==> src/rtl/digit_entry_buffer.sv <==
// digit_entry_buffer
// Keypad-to-operand entry stage. Each rising edge of the keypad strobe is one
// press. The press is decoded into a signed 3-digit BCD entry: digits enter at
// the least-significant end, the sign toggles, and backspace is supported.
//
// Optional build macro: DIGIT_ENTRY_KEY_SYNC_EN
//   defined     - keyValid/keyCode pass through a two-flop synchronizer before
//                 press detection (press latency N+2)
//   not defined - keyValid/keyCode are used directly (keypad synchronous to Clock)
//
// Count states (derived from digitCount):
//   state       | meaning
//   ST_EMPTY    | no significant digits held (count = 0)
//   ST_ENTERING | 0 < count < MAX_DIGITS
//   ST_FULL     | count = MAX_DIGITS, further digits are rejected
module digit_entry_buffer #(
  parameter int MAX_DIGITS = 3
) (
  input  logic       Clock,
  input  logic       reset,
  input  logic       keyValid,
  input  logic [3:0] keyCode,
  input  logic       entryClear,
  output logic [3:0] digit1,
  output logic [3:0] digit2,
  output logic [3:0] digit3,
  output logic       isNegative,
  output logic [1:0] digitCount,
  output logic       keyAccepted,
  output logic       keyRejected
);

  typedef enum logic [1:0] {
    ST_EMPTY    = 2'd0,
    ST_ENTERING = 2'd1,
    ST_FULL     = 2'd2
  } count_state_e;

  localparam logic [1:0] MAX_CNT = 2'(MAX_DIGITS);

  localparam logic [3:0] KEY_SIGN  = 4'hA;
  localparam logic [3:0] KEY_BACK  = 4'hB;
  localparam logic [3:0] KEY_CLEAR = 4'hC;

  logic       kv_in;
  logic [3:0] kc_in;

  logic       prev_q, prev_d;
  logic [3:0] dig1_q, dig1_d;
  logic [3:0] dig2_q, dig2_d;
  logic [3:0] dig3_q, dig3_d;
  logic       neg_q, neg_d;
  logic [1:0] cnt_q, cnt_d;
  logic       acc_q, acc_d;
  logic       rej_q, rej_d;

  logic         press;
  count_state_e state;

`ifdef DIGIT_ENTRY_KEY_SYNC_EN
  logic       kv_s1_q, kv_s1_d;
  logic       kv_s2_q, kv_s2_d;
  logic [3:0] kc_s1_q, kc_s1_d;
  logic [3:0] kc_s2_q, kc_s2_d;

  // two-stage synchronizer next-state for the asynchronous keypad inputs
  always_comb begin
    kv_s1_d = keyValid;
    kv_s2_d = kv_s1_q;
    kc_s1_d = keyCode;
    kc_s2_d = kc_s1_q;
  end

  // synchronizer flops, cleared by reset
  always_ff @(posedge Clock) begin
    if (reset) begin
      kv_s1_q <= 1'b0;
      kv_s2_q <= 1'b0;
      kc_s1_q <= 4'h0;
      kc_s2_q <= 4'h0;
    end else begin
      kv_s1_q <= kv_s1_d;
      kv_s2_q <= kv_s2_d;
      kc_s1_q <= kc_s1_d;
      kc_s2_q <= kc_s2_d;
    end
  end

  assign kv_in = kv_s2_q;
  assign kc_in = kc_s2_q;
`else
  assign kv_in = keyValid;
  assign kc_in = keyCode;
`endif

  assign press = kv_in & ~prev_q;

  // classify the held digit count
  always_comb begin
    if (cnt_q == 2'd0) begin
      state = ST_EMPTY;
    end else if (cnt_q >= MAX_CNT) begin
      state = ST_FULL;
    end else begin
      state = ST_ENTERING;
    end
  end

  // key decode and buffer next-state; a clear request discards any press
  always_comb begin
    prev_d = kv_in;
    dig1_d = dig1_q;
    dig2_d = dig2_q;
    dig3_d = dig3_q;
    neg_d  = neg_q;
    cnt_d  = cnt_q;
    acc_d  = 1'b0;
    rej_d  = 1'b0;

    if (entryClear) begin
      dig1_d = 4'h0;
      dig2_d = 4'h0;
      dig3_d = 4'h0;
      neg_d  = 1'b0;
      cnt_d  = 2'd0;
    end else if (press) begin
      if (kc_in <= 4'd9) begin
        if (state == ST_FULL) begin
          rej_d = 1'b1;
        end else if ((state == ST_EMPTY) && (kc_in == 4'd0)) begin
          // leading zero adds no significant digit
          acc_d = 1'b1;
        end else begin
          dig3_d = dig2_q;
          dig2_d = dig1_q;
          dig1_d = kc_in;
          cnt_d  = cnt_q + 2'd1;
          acc_d  = 1'b1;
        end
      end else begin
        case (kc_in)
          KEY_SIGN: begin
            neg_d = ~neg_q;
            acc_d = 1'b1;
          end
          KEY_BACK: begin
            if (state == ST_EMPTY) begin
              neg_d = 1'b0;
            end else begin
              dig1_d = dig2_q;
              dig2_d = dig3_q;
              dig3_d = 4'h0;
              cnt_d  = cnt_q - 2'd1;
            end
            acc_d = 1'b1;
          end
          KEY_CLEAR: begin
            dig1_d = 4'h0;
            dig2_d = 4'h0;
            dig3_d = 4'h0;
            neg_d  = 1'b0;
            cnt_d  = 2'd0;
            acc_d  = 1'b1;
          end
          default: begin
            rej_d = 1'b1;
          end
        endcase
      end
    end

    // positions beyond MAX_DIGITS never hold a digit
    if (MAX_DIGITS < 3) begin
      dig3_d = 4'h0;
    end
    if (MAX_DIGITS < 2) begin
      dig2_d = 4'h0;
    end
  end

  // buffer registers; reset overrides clear and any pending press
  always_ff @(posedge Clock) begin
    if (reset) begin
      prev_q <= 1'b0;
      dig1_q <= 4'h0;
      dig2_q <= 4'h0;
      dig3_q <= 4'h0;
      neg_q  <= 1'b0;
      cnt_q  <= 2'd0;
      acc_q  <= 1'b0;
      rej_q  <= 1'b0;
    end else begin
      prev_q <= prev_d;
      dig1_q <= dig1_d;
      dig2_q <= dig2_d;
      dig3_q <= dig3_d;
      neg_q  <= neg_d;
      cnt_q  <= cnt_d;
      acc_q  <= acc_d;
      rej_q  <= rej_d;
    end
  end

  assign digit1      = dig1_q;
  assign digit2      = dig2_q;
  assign digit3      = dig3_q;
  assign isNegative  = neg_q;
  assign digitCount  = cnt_q;
  assign keyAccepted = acc_q;
  assign keyRejected = rej_q;

endmodule

==> config.mk <==
export PLATFORM = sky130hd
export DESIGN_NAME = digit_entry_buffer
export DESIGN_NICKNAME = d
export VERILOG_FILES = /design/src/rtl/digit_entry_buffer.sv
export SDC_FILE = /design/constraint.sdc
export NUM_CORES = 1
export LEC_CHECK = 0
export BUFFER_PORTS_ARGS = -buffer_cell sky130_fd_sc_hd__buf_4
export CAP_MARGIN = 20
export CELL_PAD_IN_SITES_DETAIL_PLACEMENT = 2
export CELL_PAD_IN_SITES_GLOBAL_PLACEMENT = 2
export CORE_ASPECT_RATIO = 1.1
export CORE_MARGIN = 8
export CORE_UTILIZATION = 27
export CTS_BUF_LIST = sky130_fd_sc_hd__clkbuf_4 sky130_fd_sc_hd__clkbuf_8 sky130_fd_sc_hd__clkbuf_16
export CTS_CLUSTER_SIZE = 8
export DETAILED_ROUTE_END_ITERATION = 16
export GPL_ROUTABILITY_DRIVEN = 0
export GPL_TIMING_DRIVEN = 1
export PLACE_DENSITY_LB_ADDON = 0.1
export RECOVER_POWER = 25
export SYNTH_ARGS = -nofsm -noshare
export SYNTH_HDL_FRONTEND = slang
export SYNTH_SLANG_ARGS = --single-unit
export TNS_END_PERCENT = 20
==> constraint.sdc <==
create_clock -name Clock -period 1.71 [get_ports Clock]
set_input_delay 0 -clock Clock [delete_from_list [all_inputs] [get_ports Clock]]
set_output_delay 0 -clock Clock [all_outputs]
set_load 0.1 [all_outputs]
After elaboration in Yosys (flattened, before gate mapping). Index checks and enable logic that the tools add are counted.

Mux-type cells: 30. $add $sub $neg: 2. Reductions and logical operators: 11. Div/mod/pow operators: 0. Bitwise gates (word level): 5. $mul: 0. Shifts and indexed selects: 0. $lt $le $gt $ge: 2. Equality and inequality tests: 8.

Operators by type and width (number): 4-bit two-way mux (12); 4-bit case mux with 2 select lines (3); 4-bit == test (second input constant) (3); 2-bit two-way mux (6); 1-bit two-way mux (7); 2-bit != test (second input constant) (3); 3-bit nonzero test (2); 3-bit OR reduction (2); 5-bit AND reduction (1); 4-bit <= comparator (second input constant) (1); 2-bit logical NOT (2); 4-bit logical NOT (1); 1-bit NOT (4); 2-bit case mux with 2 select lines (1); 4-bit AND reduction (1); 3-bit != test (second input constant) (1); 1-bit case mux with 3 select lines (1); 2-bit by 1-bit adder with 2-bit output (second input constant) (1); 2-bit == test (second input constant) (1); 2-bit >= comparator (second input constant) (1); 2-bit OR reduction (1); 2-bit by 1-bit subtractor with 2-bit output (second input constant) (1); 1-bit bitwise AND (1); 1-bit logical AND (1).

Register bits after elaboration: 18. Memory bits (read-only): 0. Memory bits (writable): 0. Latch bits: 0. Memories kept: 0.

Longest topological paths before layout. Gate-level depths: netlist of the first run.

Word-level depth: 8. Gate-level depth with buffers: 7.

Worst setup path after synthesis of the first run. No wires, ideal clock.

Path type: reg-to-reg. From: register cnt_q[0] (netlist: digitCount[0]). To: register dig2_q[0] (netlist: digit2[0]). Path slack: -0.698 ns. Cell stages (with the launch flop): 8. Period minus slack after synthesis: 2.408 ns. Buffers on the path: 1. Arrival: 2.286 ns. Library setup time: 0.122 ns. Cell sequence: dfxtp_1 inv_1 ha_1 a22o_1 a221oi_4 nand2_4 buf_12 mux2i_1.

Word-level cells in the longest chain between the ends: 7.

Ends and longest elaborated chain: start: declaration (line 53) `logic [1:0] cnt_q, cnt_d;`; start signal: assignment (line 198) `cnt_q <= cnt_d;`; 2-bit >= comparator (line 102) `end else if (cnt_q >= MAX_CNT) begin`; 2-bit two-way mux (line 102); 2-bit two-way mux * (line 100) `if (cnt_q == 2'd0) begin`; 2-bit logical NOT (line 130, 147); 1-bit logical AND (line 130) `end else if ((state == ST_EMPTY) && (kc_in == 4'd0)) begin`; 2-bit != test (no source line); 5-bit AND reduction (no source line) *; end signal: assignment (line 195) `dig2_q <= dig2_d;`; end: declaration (line 50) `logic [3:0] dig2_q, dig2_d;`.

Every way passes the cells marked *; elsewhere a longest branch is shown, timed or not. A chain may end at the register's enable or synchronous reset.

Final worst setup path of the first run.
From: register cnt_q[1] (netlist: digitCount[1]). To: register cnt_q[1] (netlist: digitCount[1]).

Word-level cells in the longest chain between the ends: 7.

Ends and longest elaborated chain (line): 2-bit >= comparator (102); 2-bit two-way mux (102); 2-bit two-way mux (100); 2-bit logical NOT (130, 147); 1-bit logical AND (130); 2-bit != test (no source line); 5-bit AND reduction (no source line).

Parallel ways exist; a longest one is shown, timed or not. The select of a mux whose other input is x is not followed.

==> key figures, run 1 <==
Logic synthesis
  – Avg Cell Area, Syn: 8.65 µm²
  – Synth area leader: dfxtp_1
  – Mapped Cells: ~120
  – Async S/R FF share, synth: 0
  – Mapped Area: 1000 µm²
  – Sequential area share after synthesis: 0.359
  – Post-synth top area share: 0.359
  – Synth Net Count: approximately 130
  – #FFs+latches synth: 18
  – YS warnings: 0
  – Synth area leaders: dfxtp_1, mux2i_1, nand2_1
  – Post-synth EDFFs: 0
  – Most used DFF post-synth: dfxtp_1
  – Synth cell types: 33

Clock network
  – Root Buffer: clkbuf_8
  – Later-pin clock latency in the skew report: between 0.2 and 0.3 ns
  – CTS tree: built
  – H-tree depth: 1
  – Clock buffer depth: 2
  – CTS Sinks: 18
  – Clock transition at path regs: roughly 0.080 ns
  – CTS Buf Count: 3

Timing
  – Min Hold Slack: 0.0773 ns
  – Worst slew pin tran: between 0.5 and 0.6 ns
  – Maximum operating frequency: roughly 600 MHz
  – Final hold vios: 0
  – Setup ws final: between 0.03 and 0.04 ns
  – Worst Skew: roughly 0.0014 ns
  – Unrepaired setup endpoints after global routing: yes
  – Max-slew violation count: 0
  – Final setup viols: 0
  – Final period util: 0.982
  – Tmin final: between 1.5 and 2 ns
  – Normalized max-slew margin: 0.638

Hold path
  – Hold path start: entryClear
  – Worst Hold Class: input port to register

Placement
  – Port bufs: 24
  – Post-detail-place hpwl: between 2 and 2.5 mm
  – Placement Setup Slack: -0.0768 ns

Power
  – Lkg Pwr: 0.610 nW
  – Pwr dens: 725 nW/µm²
  – Power Total: roughly 1.0 mW
  – VDD IR max: roughly 0.24 mV

Global route
  – Total grt overflow: 0
  – Largest net degree at the start of global routing: 28
  – Vias in the first global route: 1046
  – GRT Total Usage: 0.114
  – First-pass GRT wire length: 5.25 mm
  – Antenna violations before repair: 0

Floorplan
  – Initial Utilization: 0.279
  – FP Rows: 23
  – Io pins: 25
  – Core area: around 3600 µm²
  – Die width: 74.1 µm
  – Die area: between 5000 and 6000 µm²
  – Die Span Y: approximately 80 µm

Route
  – Routed len/inst: 16.4 µm
  – Detailed-router iteration count before antenna repair: 3
  – Vias per cell: 4.79
  – DRT antenna net count: 0
  – Drc violations: 0
  – Final WL: approximately 3.3 mm
  – Vias: approximately 950
  – DR iter-0 viols: 29

Worst setup path
  – Slowest-stage cell, CP: or4b_4
  – CP Class: register to register
  – Max incr delay on CP: about 0.45 ns
  – WP data required: ~1.9 ns
  – Crit path max fanout: 4
  – Number of buffers and inverters on the critical path: 2
  – CP Cell Sequence: inv_4, ha_4, or4b_4, a21o_4, buf_6, a21oi_4, nor3b_2
  – Element type at the critical path end: register
  – Top delay family on crit path: simple AND/OR/NAND/NOR gates
  – Crit path launch type: register
  – Crit path arrival time: 1.83 ns
  – Worst setup path startpoint: digitCount[1]$_SDFFE_PP0P_
  – FF-to-FF Start: digitCount[1]$_SDFFE_PP0P_

Run
  – Max_cap viols: 0

Run status
  – Status: completed

Cells and area
  – Layout area overhead: 39.5%
  – Inserted Diodes: 0
  – Nets: 160
  – Layout cells sized above 1: 0.342
metrics by stage:
stage | setup TNS [ns] | util | area [µm²] | std cells
floorplan | -0.778 | - | 1030 | 116
global placement | 0 | 0.348 | 1250 | 187
detailed placement | -0.413 | 0.348 | 1250 | 187
CTS | -0.218 | 0.377 | 1360 | 197
global route | -0.0606 | 0.389 | 1400 | 199
finish | 0 | 0.389 | 1400 | 199
sequential cells by signal, summed over array words and instances, names as in the netlist:
name         count
digitCount       2
digit3           4
isNegative       1
prev_q           1
keyAccepted      1
keyRejected      1
digit2           4
digit1           4
placed cells by master, fill, tap and decap left out, drive strengths merged:
cell type	count
or3	1
mux2i	13
a32o	4
inv	3
a21boi	1
a21o	2
nor3b	1
a221oi	1
buf	27
and3	1
a22oi	3
o311ai	1
nor3	1
dfxtp	18
or2	1
a22o	1
nand2	26
nand2b	2
nand3	6
a31oi	1
ha	2
nor2	4
o21ai	5
or4b	1
nor2b	5
dlygate4sd3	2
o211ai	1
o31ai	1
clkbuf	11
a21oi	3
what timing repair did:
| item | 4_1_cts | 5_1_grt |
|---|---|---|
| setup endpoints to repair | 13 | 14 |
| hold buffers | 2 | 0 |
| endpoints found under the hold margin | 1 | 0 |
| setup buffers | 3 | 2 |
| pin swaps | 2 | 5 |
| resized for setup | 1 | 9 |
| gates cloned | 1 | 0 |
worst reg2reg max path: stages (launching register included):
cell and delay (ns):
dfxtp_4 0.36, inv_4 0.05, ha_4 0.13, or4b_4 0.45, a21o_4 0.26, buf_6 0.13, a21oi_4 0.14, nor3b_2 0.06
worst paths after layout:
kind	endpoint	slack, ns	cells after the start
max	digitCount[1]$_SDFFE_PP0P_	0.03	7
min	digitCount[1]$_SDFFE_PP0P_	0.08	3
max reg2reg	digitCount[1]$_SDFFE_PP0P_	0.03	7
min reg2reg	digit1[2]$_SDFFE_PP0P_	0.49	2
area by class of cell:
class / instances / area [µm²]
Multi-Input combinational cell: 88 / 637
Fill cell: 406 / 2200
Tap cell: 50 / 62.6
Clock buffer: 4 / 55.1
Sequential cell: 18 / 368
Inverter: 3 / 16.3
Timing Repair Buffer: 36 / 262
cell families (layout without fill, tap and decap cells):
logic type,count (synthesis),in the layout,synth area share
adders and majority gates,2,2,0.0249
and+or+nand+nor,48,49,0.231
AOI/OAI and AO/OA,24,24,0.190
DFF,18,18,0.359
buffers and inverters,11,43,0.0661
muxes,13,13,0.130
routing by layer:
layer	vias to the layer above	track usage	share of wire
met4	0	0.0420	0.0070
met2	13	0.195	0.50
li1	472	-	-
met3	2	0.0302	0.042
met1	466	0.129	0.45
met5	-	0	0
synth_stat cells (2+ instances only):
| cell | instances |
|---|---|
| a21o_1 | 2 |
| nand3_1 | 6 |
| a22oi_1 | 3 |
| o21ai_1 | 3 |
| inv_1 | 3 |
| o21ai_0 | 2 |
| nand2b_1 | 2 |
| a32o_1 | 4 |
| nor2b_1 | 5 |
| mux2i_1 | 13 |
| ha_1 | 2 |
| nor2_1 | 4 |
| clkbuf_1 | 5 |
| nand2_1 | 24 |
| a21oi_1 | 3 |
| dfxtp_1 | 18 |
power breakdown:
group / switching [mW] / internal [mW] / leakage [nW]
clock network: 0.161 / 0.205 / 0.0288
logic: 0.137 / 0.0848 / 0.434
registers: 0.00425 / 0.423 / 0.147
total: 0.303 / 0.713 / 0.610
(Power assumes the default switching activity.)
==> run 2, diff against run 1 <==
- CORE_MARGIN: 8 -> unset
==> run 2 against run 1 <==
Fmax is 4.0% lower. Design area is 4.3% lower. Largest power group unchanged. Core utilization hardly changed. Worst hold slack worse by 0.048 ns. Critical endpoint is now digit3[3]$_SDFFE_PP0P_. Combinational power is 7% lower. Clock skew hardly changed. Worst setup slack worse by 0.070 ns. Cell count is 2.5% lower. Die area is 33% lower. The flow now finishes with violations (negative setup slack). Register-to-register slack worse by 0.07 ns. Via count is 0.10% higher. Power is 10% lower.
==> key figures, run 2 (same netlist as run 1, synthesis figures left out) <==
Power
  – Combinational power share: 0.228 (+0.010)
  – VDD IR max: 0.271 mV (+12%)
  – Clk network pwr share: 0.302 (-0.059)
  – Net Sw Power: 0.277 mW (-8.6%)
  – Flop pwr share: 0.470 (+0.049)
  – Lkg Pwr: 0.588 nW (-3.6%)
  – Internal: 0.633 mW (-11%)
  – Pwr dens: 679 nW/µm² (-6.4%)
  – Sw Share: 0.304 (+0.00600)

Worst setup path
  – WP data required: 1.95 ns (+0.09 ns)
  – CP Class: register to register
  – Element type at the critical path end: register
  – Number of buffers and inverters on the critical path: 2 (unchanged)
  – Crit path launch type: register
  – Crit path arrival time: 1.99 ns (+0.16 ns)
  – CP Cell Sequence: inv_4, ha_4, or4b_1, a21o_1, nand2_4, buf_12, mux2i_1
  – Crit path max fanout: 8 (+4)
  – Top delay family on crit path: simple AND/OR/NAND/NOR gates
  – Max incr delay on CP: 0.44 ns (about the same)
  – Slowest-stage cell, CP: or4b_1

Floorplan
  – Die area: 3960 µm² (-33%)
  – Initial Utilization: 0.292 (+0.0127)
  – Die Span Y: 65.9 µm (-18%)
  – FP Rows: 22 (-4.3%)
  – Io pins: 25 (unchanged)
  – Core area: 3440 µm² (-4.3%)
  – Die width: 60.1 µm (-19%)

Cells and area
  – Nets: 157 (-1.9%)
  – Fin cells: 194 (-2.5%)
  – Layout cells sized above 1: 0.315 (-0.0272)
  – Layout area overhead: 33.5%
  – Commonest cells after routing, fill and taps aside: buf_4, nand2_1, dfxtp_1
  – Commonest non-fill, non-tap cell in the layout: buf_4
  – Inserted Diodes: 0 (unchanged)
  – Number of fill cells: 408 (+0.49%)

Global route
  – First-pass GRT wire length: 4.66 mm (-11%)
  – Antenna violations before repair: 0 (unchanged)
  – GRT Total Usage: 0.160 (+0.0464)
  – Vias in the first global route: 988 (-5.5%)
  – Total grt overflow: 0 (unchanged)
  – Largest net degree at the start of global routing: 28 (unchanged)

Route
  – Routed len/inst: 14.6 µm (-11%)
  – Drc violations: 0 (unchanged)
  – Vias: 954 (+0.10%)
  – Detailed-router iteration count before antenna repair: 4 (+1)
  – DR iter-0 viols: 21 (-28%)
  – Vias per cell: 4.92 (+2.7%)
  – Final WL: 2.84 mm (-13%)
  – DRT antenna net count: 0 (unchanged)

Clock network
  – Clock transition at path regs: 0.11 ns (+0.03 ns)
  – Root Buffer: clkbuf_4
  – CTS Buf Count: 3 (unchanged)
  – H-tree depth: 1 (unchanged)
  – Clock buffer depth: 2 (unchanged)
  – CTS tree: built
  – CTS Sinks: 18 (unchanged)
  – Later-pin clock latency in the skew report: 0.30 ns (+0.05 ns)

Timing
  – Max-slew violation count: 0 (unchanged)
  – Normalized max-slew margin: 0.640 (+0.00268)
  – Final setup viols: 10 (+10)
  – Unrepaired setup endpoints after global routing: yes
  – Final period util: 1.02 (+0.0409)
  – Worst slew pin tran: 0.542 ns (-0.00404 ns)
  – Worst Skew: 0.00135 ns (-0.0000819 ns)
  – Setup ws final: -0.0390 ns (-0.0699 ns)
  – Setup total negative slack: -0.197 ns (-0.197 ns)
  – Final hold vios: 0 (unchanged)
  – Tmin final: 1.75 ns (+0.0699 ns)
  – Maximum operating frequency: 572 MHz (-4.0%)

Placement
  – Placed insts: 182 (-2.7%)
  – Port bufs: 24 (unchanged)
  – Post-detail-place hpwl: 1.97 mm (-12%)

Run
  – Max_cap viols: 0 (unchanged)

Run status
  – Failing checks: negative setup slack
  – Status: complete, but fails checks

Hold path
  – Worst Hold Class: input port to register
[run 2: layout make-up]
type                            count  area (µm²)  area share
Clock buffer                        4        36.3      0.0271
Inverter                            3        13.8      0.0103
Multi-Input combinational cell     87         598       0.446
Sequential cell                    18         368       0.275
Tap cell                           48        60.1      0.0448
Timing Repair Buffer               34         264       0.197
[run 2: power by group through the flow]
stage	clock network (mW)	registers (mW)	logic, mW
5_1_grt	0.304	0.429	0.224
2_1_floorplan	0	0.474	0.104
6_report	0.275	0.428	0.207
3_3_place_gp	0	0.438	0.178
4_1_cts	0.288	0.429	0.201
3_5_place_dp	0	0.439	0.184
[run 2: stage by stage]
| step | hold slack, ns | worst slack, ns | power (mW) | utilization | instance area [µm²] |
|---|---|---|---|---|---|
| floorplan | 0.0716 | -0.0779 | 0.578 | - | 1030 |
| global placement | 0.172 | 0.0486 | 0.616 | 0.356 | 1230 |
| detailed placement | 0.180 | -0.0337 | 0.622 | 0.356 | 1230 |
| CTS | 0.0210 | -0.00508 | 0.919 | 0.383 | 1320 |
| global route | 0.0183 | -0.0966 | 0.957 | 0.389 | 1340 |
| finish | 0.0293 | -0.0390 | 0.910 | 0.389 | 1340 |
[run 2: timing repair]
item / in CTS / in global routing
resized for setup: 0 / 3
pin swaps: 0 / 2
hold endpoints to repair: 1 / 0
setup endpoints to repair: 13 / 12
hold buffers: 2 / 0
setup buffers: 3 / 3
[run 2: layer usage]
layer  share of wire  global-route usage
met2            0.50               0.260
met5               0                   0
met4           0.014              0.0698
met3           0.028              0.0235
met1            0.46               0.205
[run 2: tightest hold or removal path, delay by kind of cell]
kind | cells | cell delay (ns)
buf+inv | 1 | 0.08
simple gates | 2 | 0.21
[run 2: path summary, 6_finish.rpt]
path                            cells after the start                    endpoint  slack [ns]                        from
worst max-delay path                                7      digit3[3]$_SDFFE_PP0P_       -0.04  digitCount[0]$_SDFFE_PP0P_
worst min-delay path                                3  digitCount[1]$_SDFFE_PP0P_        0.03                  entryClear
worst max register to register                      7      digit3[3]$_SDFFE_PP0P_       -0.04  digitCount[0]$_SDFFE_PP0P_
worst min register to register                      2      digit3[0]$_SDFFE_PP0P_        0.49      digit3[0]$_SDFFE_PP0P_
